===== config.mk =====
export PLATFORM = sky130hd
export DESIGN_NAME = mem_port_arbiter
export DESIGN_NICKNAME = d
export VERILOG_FILES = /design/src/rtl/mem_port_arbiter.sv
export SDC_FILE = /design/constraint.sdc
export NUM_CORES = 1
export LEC_CHECK = 0
export ABC_AREA = 0
export BUFFER_PORTS_ARGS = -buffer_cell sky130_fd_sc_hd__buf_2
export CORE_AREA = 3 3 80 82
export CTS_CLUSTER_SIZE = 24
export DETAILED_ROUTE_END_ITERATION = 7
export DIE_AREA = 0 0 83 85
export PLACE_DENSITY = 0.7
export SETUP_SLACK_MARGIN = 0.2
export SLEW_MARGIN = 20
export SYNTH_ARGS = -nofsm -noshare
export SYNTH_HDL_FRONTEND = slang
export SYNTH_SLANG_ARGS = --single-unit

===== constraint.sdc =====
create_clock -name clk -period 1.55 [get_ports clk]
set_clock_uncertainty 0.05 [all_clocks]
set_input_delay 0.0775 -clock clk [delete_from_list [all_inputs] [get_ports clk]]
set_output_delay 0.0775 -clock clk [all_outputs]
set_load 0.01 [all_outputs]

===== src/rtl/mem_port_arbiter.sv =====
// rtl/mem_port_arbiter.sv - fetch/memory-stage arbiter for a single-port unified RAM
// Optional fetch starvation guard: define MEM_PORT_STARVE_GUARD_EN.
module mem_port_arbiter #(
  parameter int ADDR_W     = 11,
  parameter int DATA_W     = 32,
  parameter int RD_LAT     = 2,
  parameter int STARVE_MAX = 4
) (
  input  logic              clk,
  input  logic              rst,
  input  logic              if_req,
  input  logic [ADDR_W-1:0] if_addr,
  output logic              if_gnt,
  output logic              if_rvalid,
  output logic [DATA_W-1:0] if_rdata,
  input  logic              mem_req,
  input  logic              mem_we,
  input  logic [ADDR_W-1:0] mem_addr,
  input  logic [DATA_W-1:0] mem_wdata,
  output logic              mem_gnt,
  output logic              mem_rvalid,
  output logic [DATA_W-1:0] mem_rdata,
  input  logic              flush,
  output logic [ADDR_W-1:0] ram_addr,
  output logic              ram_we,
  output logic [DATA_W-1:0] ram_wdata,
  input  logic [DATA_W-1:0] ram_rdata,
  output logic              stall_pc,
  output logic              busy
);

  localparam logic OWN_IF  = 1'b0;
  localparam logic OWN_MEM = 1'b1;

  if (RD_LAT < 1 || RD_LAT > 4 || STARVE_MAX < 1) begin : g_param_check
    $error("mem_port_arbiter: RD_LAT must be 1..4 and STARVE_MAX >= 1");
  end

  logic [RD_LAT-1:0] r_vld;
  logic [RD_LAT-1:0] r_own;
  logic              w_if_gnt;
  logic              w_mem_gnt;
  logic              w_force;
  logic              w_last_vld;
  logic              w_last_own;

`ifdef MEM_PORT_STARVE_GUARD_EN
  localparam int CNT_W = $clog2(STARVE_MAX + 1);
  logic [CNT_W-1:0] r_starve;

  // At the limit the next grant goes to fetch; that grant clears the count.
  assign w_force = if_req && (r_starve == CNT_W'(STARVE_MAX));

  always_ff @(posedge clk or posedge rst) begin
    if (rst) begin
      r_starve <= '0;
    end else if (!if_req || w_if_gnt) begin
      r_starve <= '0;
    end else begin
      r_starve <= r_starve + 1'b1;
    end
  end
`else
  assign w_force = 1'b0;
`endif

  always_comb begin
    w_mem_gnt = !rst && mem_req && !w_force;
    w_if_gnt  = !rst && if_req && !w_mem_gnt;
  end

  always_comb begin
    ram_addr  = '0;
    ram_we    = 1'b0;
    ram_wdata = '0;
    if (w_mem_gnt) begin
      ram_addr = mem_addr;
      ram_we   = mem_we;
      if (mem_we) ram_wdata = mem_wdata;
    end else if (w_if_gnt) begin
      ram_addr = if_addr;
    end
  end

  // Flush kills fetch-owned stages as they shift; stage 0 always takes the new grant.
  always_ff @(posedge clk or posedge rst) begin
    if (rst) begin
      r_vld <= '0;
      r_own <= '0;
    end else begin
      r_vld[0] <= w_if_gnt || (w_mem_gnt && !mem_we);
      r_own[0] <= w_mem_gnt ? OWN_MEM : OWN_IF;
      for (int i = 1; i < RD_LAT; i++) begin
        r_vld[i] <= r_vld[i-1] && !(flush && (r_own[i-1] == OWN_IF));
        r_own[i] <= r_own[i-1];
      end
    end
  end

  assign w_last_vld = r_vld[RD_LAT-1];
  assign w_last_own = r_own[RD_LAT-1];

  always_comb begin
    if_rvalid  = w_last_vld && (w_last_own == OWN_IF) && !flush;
    mem_rvalid = w_last_vld && (w_last_own == OWN_MEM);
    if_rdata   = if_rvalid ? ram_rdata : '0;
    mem_rdata  = mem_rvalid ? ram_rdata : '0;
  end

  assign if_gnt   = w_if_gnt;
  assign mem_gnt  = w_mem_gnt;
  assign stall_pc = !rst && if_req && !w_if_gnt;
  assign busy     = |r_vld;

endmodule


==> tab_implementation.tex, run 1 <==
\begin{tabular}{lr}
\hline
Metric & Value \\
\hline
\multicolumn{2}{l}{\textbf{Synthesis}} \\
\quad Sequential cell area fraction in the yosys report & between 10 and 15\% \\
\quad Largest cells by area after synthesis & and2\_1, and3\_1, a32o\_1 \\
\quad Top cell type's share of synthesized area & 42.2\% \\
\quad Number of storage elements in the synthesis netlist & 4 \\
\quad Post-synthesis area per instance & just over 7 µm² \\
\quad Post-synthesis cell area & 993 µm² \\
\quad Top cell type by total area after synthesis & and2\_1 \\
\quad Post-synth net total & 232 \\
\quad Count of different cell masters after synthesis & 16 \\
\quad Number of instances in the synthesized netlist & 140 \\
\quad Yosys Warn Count & 0 \\
\multicolumn{2}{l}{\textbf{Timing}} \\
\quad Number of pins exceeding their max-slew limit in the final report & 0 \\
\quad Final worst slack & 98.8 ps \\
\quad Slew HR & between 80\% and 90\% \\
\quad Worst slack on hold paths & 25.6 ps \\
\quad Slew at the pin closest to its max-slew limit & 241 ps \\
\quad Unrepaired setup endpoints after global routing & yes \\
\quad Final critical path time including I/O delays and setup & 1450 ps \\
\quad Count of endpoints failing setup in the final report & 0 \\
\quad Hold Fails Final Rpt & 0 \\
\quad Sum of negative setup slack & 0 ps \\
\quad Highest achievable clock rate & 689 MHz \\
\quad Ratio of final minimum period to clock period & 93.6\% \\
\multicolumn{2}{l}{\textbf{Global routing}} \\
\quad Wire length of the first global-routing pass & 7.32 mm \\
\quad Maximum number of pins on one net before global-route repair & 34 \\
\quad Total grt overflow & 0 \\
\quad All-Layer GR Usage & 12.2\% \\
\quad Via count of the first global-routing pass & 1532 \\
\quad Initial antenna violation count & 0 \\
\multicolumn{2}{l}{\textbf{Setup path}} \\
\quad WP data required & 1420 ps \\
\quad Number of cells on the worst reg-to-reg path & 1 \\
\quad Crit. End Element & output pin \\
\quad Startpoint type of the worst setup path & register \\
\quad Worst setup path category & register to output pin \\
\quad Reg-to-reg critical path startpoint & r\_vld[0] \\
\quad Peak fanout along the critical path & 17 \\
\quad Critical Path AT & approximately 1300 ps \\
\quad Critical register-to-register path endpoint & r\_vld[1] \\
\quad Register-to-Register Setup Slack & roughly 900 ps \\
\multicolumn{2}{l}{\textbf{Placed design}} \\
\quad Weighted congestion at the end of routability-driven global placement & 0.829 \\
\quad Setup slack at placement & $\sim$250 ps \\
\quad Detailed-placement wirelength estimate & 4.09 mm \\
\quad \# port buffers & a little over 200 \\
\multicolumn{2}{l}{\textbf{Min path}} \\
\quad Cell count of the worst hold path & 2 \\
\quad Hold crit path type & input port to register \\
\quad Start point of the worst min-delay path & rst \\
\quad Hold Path End & r\_vld[0] \\
\multicolumn{2}{l}{\textbf{Clock tree}} \\
\quad Master cell of the clock root buffer & clkbuf\_8 \\
\quad H-tree level count & 1 \\
\quad Clock tree from TritonCTS & done \\
\quad CTS clock-pin slew for the worst setup and hold paths & about 30 ps \\
\quad Clock sink total & 4 \\
\quad Insertion delay of the later-clocked pin in the worst-skew pair & 210 ps \\
\quad Num CTS Buffers & 3 \\
\quad Deepest clock path buffer count & 2 \\
\multicolumn{2}{l}{\textbf{Detailed routing}} \\
\quad DR iter-0 viols & 25 \\
\quad Number of nets still failing antenna checks after routing & 0 \\
\quad Total detailed-routing wirelength & 4.96 mm \\
\quad Remaining design rule violation count & 0 \\
\quad Vias after detailed routing & 1748 \\
\quad Average vias per placed instance & between 4 and 5 \\
\quad Pre-Repair DR Iteration Count & 4 \\
\quad Average detailed-routed wire length per instance & 11.8 µm \\
\multicolumn{2}{l}{\textbf{Die}} \\
\quad Die width & 83 µm \\
\quad Std-Cell Rows & 28 \\
\quad Starting density of the core & 17.1\% \\
\quad Height of the die & 85 µm \\
\quad Boundary pin count & 206 \\
\quad Core region area & 0.00582 mm² \\
\quad Floorplan die area & 0.00706 mm² \\
\multicolumn{2}{l}{\textbf{Cells and area}} \\
\quad Commonest non-fill, non-tap cells in the layout & buf\_2, and2\_1, and3\_1 \\
\quad Area growth from synthesis to layout & 120\% \\
\quad Net count of the finished layout & 438 \\
\quad Commonest non-fill, non-tap cell in the layout & buf\_2 \\
\quad Share of layout cells above drive strength 1 & approximately 64\% \\
\quad Antenna Diode Count & 0 \\
\multicolumn{2}{l}{\textbf{Run status}} \\
\quad Result of the run & finished, final reports clean \\
\multicolumn{2}{l}{\textbf{Pwr}} \\
\quad Power density cells & about 310 mW/mm² \\
\quad Leakage component of the power & 1.56 nW \\
\quad Final total power & 683 µW \\
\quad Largest vdd supply drop & 0.000293 V \\
\multicolumn{2}{l}{\textbf{Flow run}} \\
\quad Max-cap check violation count & 0 \\
\hline
\end{tabular}
==> through the flow <==
step | utilization (%) | cells | area (µm²)
final | 37.6 | 419 | 2190
after global routing | 37.6 | 419 | 2190
after CTS | 36.7 | 415 | 2130
after detailed placement | 35.6 | 411 | 2070
after global placement | 35.6 | 411 | 2070
after floorplan | - | 140 | 993
==> cells in the mapped netlist (all sizes together) <==
| cell | n |
|---|---|
| nor2 | 1 |
| or2 | 1 |
| a32o | 11 |
| and3 | 32 |
| buf | 10 |
| a21boi | 1 |
| nor3b | 1 |
| clkbuf | 5 |
| nand2b | 2 |
| dfrtp | 4 |
| nor2b | 1 |
| and3b | 1 |
| a21oi | 1 |
| inv | 2 |
| and2 | 67 |
==> how the worst max path moves through the flow <==
stage | slack (ps) | cells past startpoint | to | start
floorplan | 360 | 3 | if_rdata[22] | r_own[1]
global placement | 290 | 4 | if_rdata[23] | r_own[1]
detailed placement | 250 | 4 | if_rdata[13] | r_own[1]
CTS | 100 | 4 | if_rdata[13] | r_own[1]
global route | 40 | 5 | if_rdata[13] | r_own[1]
finish | 100 | 5 | if_rdata[13] | r_own[1]
==> cell families (layout without fill, tap and decap cells) <==
| group | after synthesis | in the layout | share of synthesized area [%] |
|---|---|---|---|
| and+or+nand+nor | 106 | 106 | 68.0 |
| AOI/OAI and AO/OA | 13 | 13 | 12.3 |
| DFF | 4 | 4 | 10.1 |
| buffers and inverters | 17 | 221 | 9.57 |
==> critical path: stages (launching register included) <==
cell and delay [ps]:
dfrtp_1 390, nor3b_4 180, buf_4 140, buf_12 120
and2_1 140, buf_2 130
==> routing by layer <==
layer | track usage (%) | up-vias | part of all wire [%]
li1 | - | 886 | -
met1 | 13.6 | 735 | 39
met2 | 22.6 | 125 | 48
met3 | 4.56 | 2 | 12
met4 | 1.93 | 0 | 0.38
met5 | 0 | - | 0
==> cell type report <==
type                       count  area [µm²]
multi-input combinational    119         798
timing repair buffer         216        1140
sequential                     4         100
inverter                       2        7.51
fill                         611        3630
clock buffer                   3        41.3
tap                           75        93.8
==> timing repair <==
item	CTS	global route
endpoints found under the setup margin	33	66
gates resized for setup	3	0
hold buffers	1	0
buffers inserted	0	2
endpoints found under the hold margin	4	0
pin swaps	0	1
cloned	0	2
==> flip-flops by register name (all words and copies together), names as in the netlist <==
register  count
r_own         2
r_vld         2
==> where the power goes <==
part,switching (mW),internal [mW]
Sequential,0.00343,0.111
Combinational,0.167,0.190
Clock,0.0472,0.165
Power figures use the tool's default switching activity.
==> inputs of run 2 (changes only) <==
--- a/config.mk
+++ b/config.mk
@@ -11,6 +11,7 @@
 export CTS_CLUSTER_SIZE = 24
 export DETAILED_ROUTE_END_ITERATION = 7
 export DIE_AREA = 0 0 83 85
+export GPL_TIMING_DRIVEN = 0
 export PLACE_DENSITY = 0.7
 export SETUP_SLACK_MARGIN = 0.2
 export SLEW_MARGIN = 20
==> constraint.sdc (replaced) <==
create_clock -name clk -period 1.66 [get_ports clk]
set_clock_uncertainty 0.05 [all_clocks]
set_input_delay 0.083 -clock clk [delete_from_list [all_inputs] [get_ports clk]]
set_output_delay 0.083 -clock clk [all_outputs]
set_load 0.01 [all_outputs]
==> run 2 against run 1 <==
Against the previous run:
- die area is the same
- register-to-register slack better by 90 ps
- sequential power decreased by 4%
- flip-flop and latch count unchanged
- final area up 16%
- routed wire length grew 15%
- critical path type unchanged
- critical endpoint is now if_rdata[19]
- largest cell class unchanged
- largest power group unchanged
==> tab_implementation.tex, run 2 (synthesized netlist as in run 1, its figures left out) <==
\begin{tabular}{lr}
\hline
Metric & Value \\
\hline
\multicolumn{2}{l}{\textbf{Run status}} \\
\quad Result of the run & finished, final reports clean \\
\multicolumn{2}{l}{\textbf{Setup path}} \\
\quad CP peak stage delay & 430 ps (+40 ps) \\
\quad Family with the most delay on the worst path & flip-flops \\
\quad Critical Path AT & 1410 ps (+90 ps) \\
\quad WP data required & 1530 ps (+110 ps) \\
\quad Reg-to-reg critical path startpoint & r\_own[0] \\
\quad Startpoint type of the worst setup path & register \\
\quad Peak fanout along the critical path & 5 (-12) \\
\quad Worst setup path category & register to output pin \\
\quad Crit path buf inv count & 3 (unchanged) \\
\quad Critical register-to-register path endpoint & r\_vld[1] \\
\quad CP max stage cell & dfrtp\_2 \\
\quad Number of cells on the worst reg-to-reg path & 2 (+1) \\
\quad Cell-by-cell trace of the critical path & nor3b\_4 -> buf\_6 -> buf\_6 -> and2\_4 -> buf\_6 \\
\quad Cell with the most instances on the worst path & buf\_6 \\
\quad Register-to-Register Setup Slack & 990 ps (+90 ps) \\
\quad Crit. End Element & output pin \\
\multicolumn{2}{l}{\textbf{Placed design}} \\
\quad Detailed-placement wirelength estimate & 4.52 mm (+10\%) \\
\quad \# port buffers & 205 (unchanged) \\
\quad Cell area after placement & 0.00211 mm² (+2.1\%) \\
\quad Number of placed instances with taps included & 420 (+2.2\%) \\
\quad Weighted congestion at the end of routability-driven global placement & 0.899 (+8.5\%) \\
\multicolumn{2}{l}{\textbf{Cells and area}} \\
\quad Commonest non-fill, non-tap cells in the layout & buf\_2, buf\_6, and2\_1 \\
\quad Area growth from synthesis to layout & 156\% \\
\quad Number of standard cells in the layout, taps in and fillers out & 434 (+3.6\%) \\
\quad Multi-input gate area & 878 µm² (+10\%) \\
\quad Antenna Diode Count & 0 (unchanged) \\
\quad Commonest non-fill, non-tap cell in the layout & buf\_2 \\
\quad Share of layout cells above drive strength 1 & 74.4\% (+10 points) \\
\quad Net count of the finished layout & 453 (+3.4\%) \\
\quad Final standard cell area without fillers & 0.00254 mm² (+16\%) \\
\quad Number of inserted filler cells in the final layout & 580 (-5.1\%) \\
\quad Area occupied by registers & 103 µm² (+2.5\%) \\
\quad Leading registers by flop count & r\_own (2), r\_vld (2) \\
\multicolumn{2}{l}{\textbf{Detailed routing}} \\
\quad Average detailed-routed wire length per instance & 13.2 µm (+11\%) \\
\quad Average vias per placed instance & 4.33 (+3.8\%) \\
\quad DR iter-0 viols & 40 (+60\%) \\
\quad Number of nets still failing antenna checks after routing & 0 (unchanged) \\
\quad Pre-Repair DR Iteration Count & 4 (unchanged) \\
\quad Total detailed-routing wirelength & 5.71 mm (+15\%) \\
\quad Vias after detailed routing & 1880 (+7.6\%) \\
\quad Remaining design rule violation count & 0 (unchanged) \\
\multicolumn{2}{l}{\textbf{Pwr}} \\
\quad Int Power & 470 µW (+0.99\%) \\
\quad Power share of the sequential group & 15.6\% (-1.1 points) \\
\quad Power dissipated by switching net loads & 225 µW (+3.5\%) \\
\quad Relative contribution of the clock network to total power & 28.8\% (-2.3 points) \\
\quad Largest vdd supply drop & 0.000213 V (-27\%) \\
\quad Power density cells & 273 mW/mm² (-13\%) \\
\quad Power share of the combinational group & 55.5\% (+3.3 points) \\
\quad Net switching fraction of the power & 32.4\% (+0.54 points) \\
\quad Leakage component of the power & 1.69 nW (+8.1\%) \\
\multicolumn{2}{l}{\textbf{Timing}} \\
\quad Slew at the pin closest to its max-slew limit & 389 ps (+148 ps) \\
\quad Hold Fails Final Rpt & 0 (unchanged) \\
\quad Count of endpoints failing setup in the final report & 0 (unchanged) \\
\quad Unrepaired setup endpoints after global routing & yes \\
\quad Ratio of final minimum period to clock period & 93.0\% \\
\quad Sum of negative setup slack & 0 ps (unchanged) \\
\quad Highest achievable clock rate & 648 MHz \\
\quad Final critical path time including I/O delays and setup & 1540 ps \\
\quad Number of pins exceeding their max-slew limit in the final report & 0 (unchanged) \\
\quad Slew HR & 74.1\% (-9.8 points) \\
\quad Worst slack on hold paths & 28.6 ps (+3.06 ps) \\
\multicolumn{2}{l}{\textbf{Clock tree}} \\
\quad Num CTS Buffers & 3 (unchanged) \\
\quad Deepest clock path buffer count & 2 (unchanged) \\
\quad H-tree level count & 1 (unchanged) \\
\quad Insertion delay of the later-clocked pin in the worst-skew pair & 210 ps (about the same) \\
\quad Master cell of the clock root buffer & clkbuf\_8 \\
\quad CTS clock-pin slew for the worst setup and hold paths & 30 ps (about the same) \\
\quad Clock sink total & 4 (unchanged) \\
\quad Clock tree from TritonCTS & done \\
\multicolumn{2}{l}{\textbf{Global routing}} \\
\quad Maximum number of pins on one net before global-route repair & 12 (-65\%) \\
\quad Total grt overflow & 0 (unchanged) \\
\quad Wire length of the first global-routing pass & 8.34 mm (+14\%) \\
\quad Via count of the first global-routing pass & 1754 (+14\%) \\
\quad Initial antenna violation count & 0 (unchanged) \\
\quad All-Layer GR Usage & 14.1\% (+1.9 points) \\
\multicolumn{2}{l}{\textbf{Die}} \\
\quad Die width & 83 µm (unchanged) \\
\quad Boundary pin count & 206 (unchanged) \\
\quad Std-Cell Rows & 28 (unchanged) \\
\quad Starting density of the core & 17.1\% (unchanged) \\
\quad Height of the die & 85 µm (unchanged) \\
\quad Core region area & 0.00582 mm² (unchanged) \\
\quad Floorplan die area & 0.00706 mm² (unchanged) \\
\multicolumn{2}{l}{\textbf{Min path}} \\
\quad Hold Path End & r\_vld[0] \\
\quad Start point of the worst min-delay path & rst \\
\quad Cell count of the worst hold path & 2 (unchanged) \\
\quad Hold crit path type & input port to register \\
\multicolumn{2}{l}{\textbf{Flow run}} \\
\quad Max-cap check violation count & 0 (unchanged) \\
\hline
\end{tabular}
## run 2: worst reg2reg max path: stages (launching register included)
cell and delay [ps]:
dfrtp_1 330, inv_1 40, a21boi_0 160
## run 2: metrics by stage
step                util [%]  power (mW)  setup slack, ps
floorplan                  -       0.243              467
global placement        36.3       0.435              250
detailed placement      36.3       0.440              241
CTS                     40.0       0.672              151
global route            43.8       0.749             63.7
finish                  43.8       0.695              116
## run 2: area by class of cell
type	count	share of cell area, %
Sequential cell	4	4.03
Clock buffer	3	1.62
Timing Repair Buffer	216	52.3
Tap cell	75	3.69
Buffer	15	3.59
Multi-Input combinational cell	119	34.5
Inverter	2	0.295
## run 2: power by group through the flow
stage          combinational [mW]  sequential (mW)  clock [mW]
2_1_floorplan               0.134            0.109           0
3_3_place_gp                0.323            0.112           0
3_5_place_dp                0.329            0.111           0
4_1_cts                     0.356            0.110       0.206
5_1_grt                     0.423            0.109       0.217
6_report                    0.386            0.109       0.200
## run 2: timing repair
action	4_1_cts	5_1_grt
hold buffers	1	0
hold endpoints to repair	4	0
setup endpoints to repair	62	53
setup buffers	5	2
cloned	3	0
pin swaps	29	5
gates resized for setup	29	53
## run 2: worst max path at each step
stage / start / end / slack [ps] / cells after the start
detailed placement: r_own[1] / if_rdata[13] / 240 / 4
CTS: r_own[1] / if_rdata[6] / 150 / 5
floorplan: r_own[1] / if_rdata[22] / 470 / 3
global placement: r_own[1] / if_rdata[13] / 250 / 4
finish: r_own[1] / if_rdata[19] / 120 / 5
global route: r_own[1] / if_rdata[15] / 60 / 5
## run 2: metal layers
layer | part of all wire (%) | GRT usage (%)
met1 | 38 | 15.7
met2 | 49 | 24.6
met3 | 10 | 5.24
met4 | 2.0 | 5.35
met5 | 0 | 0
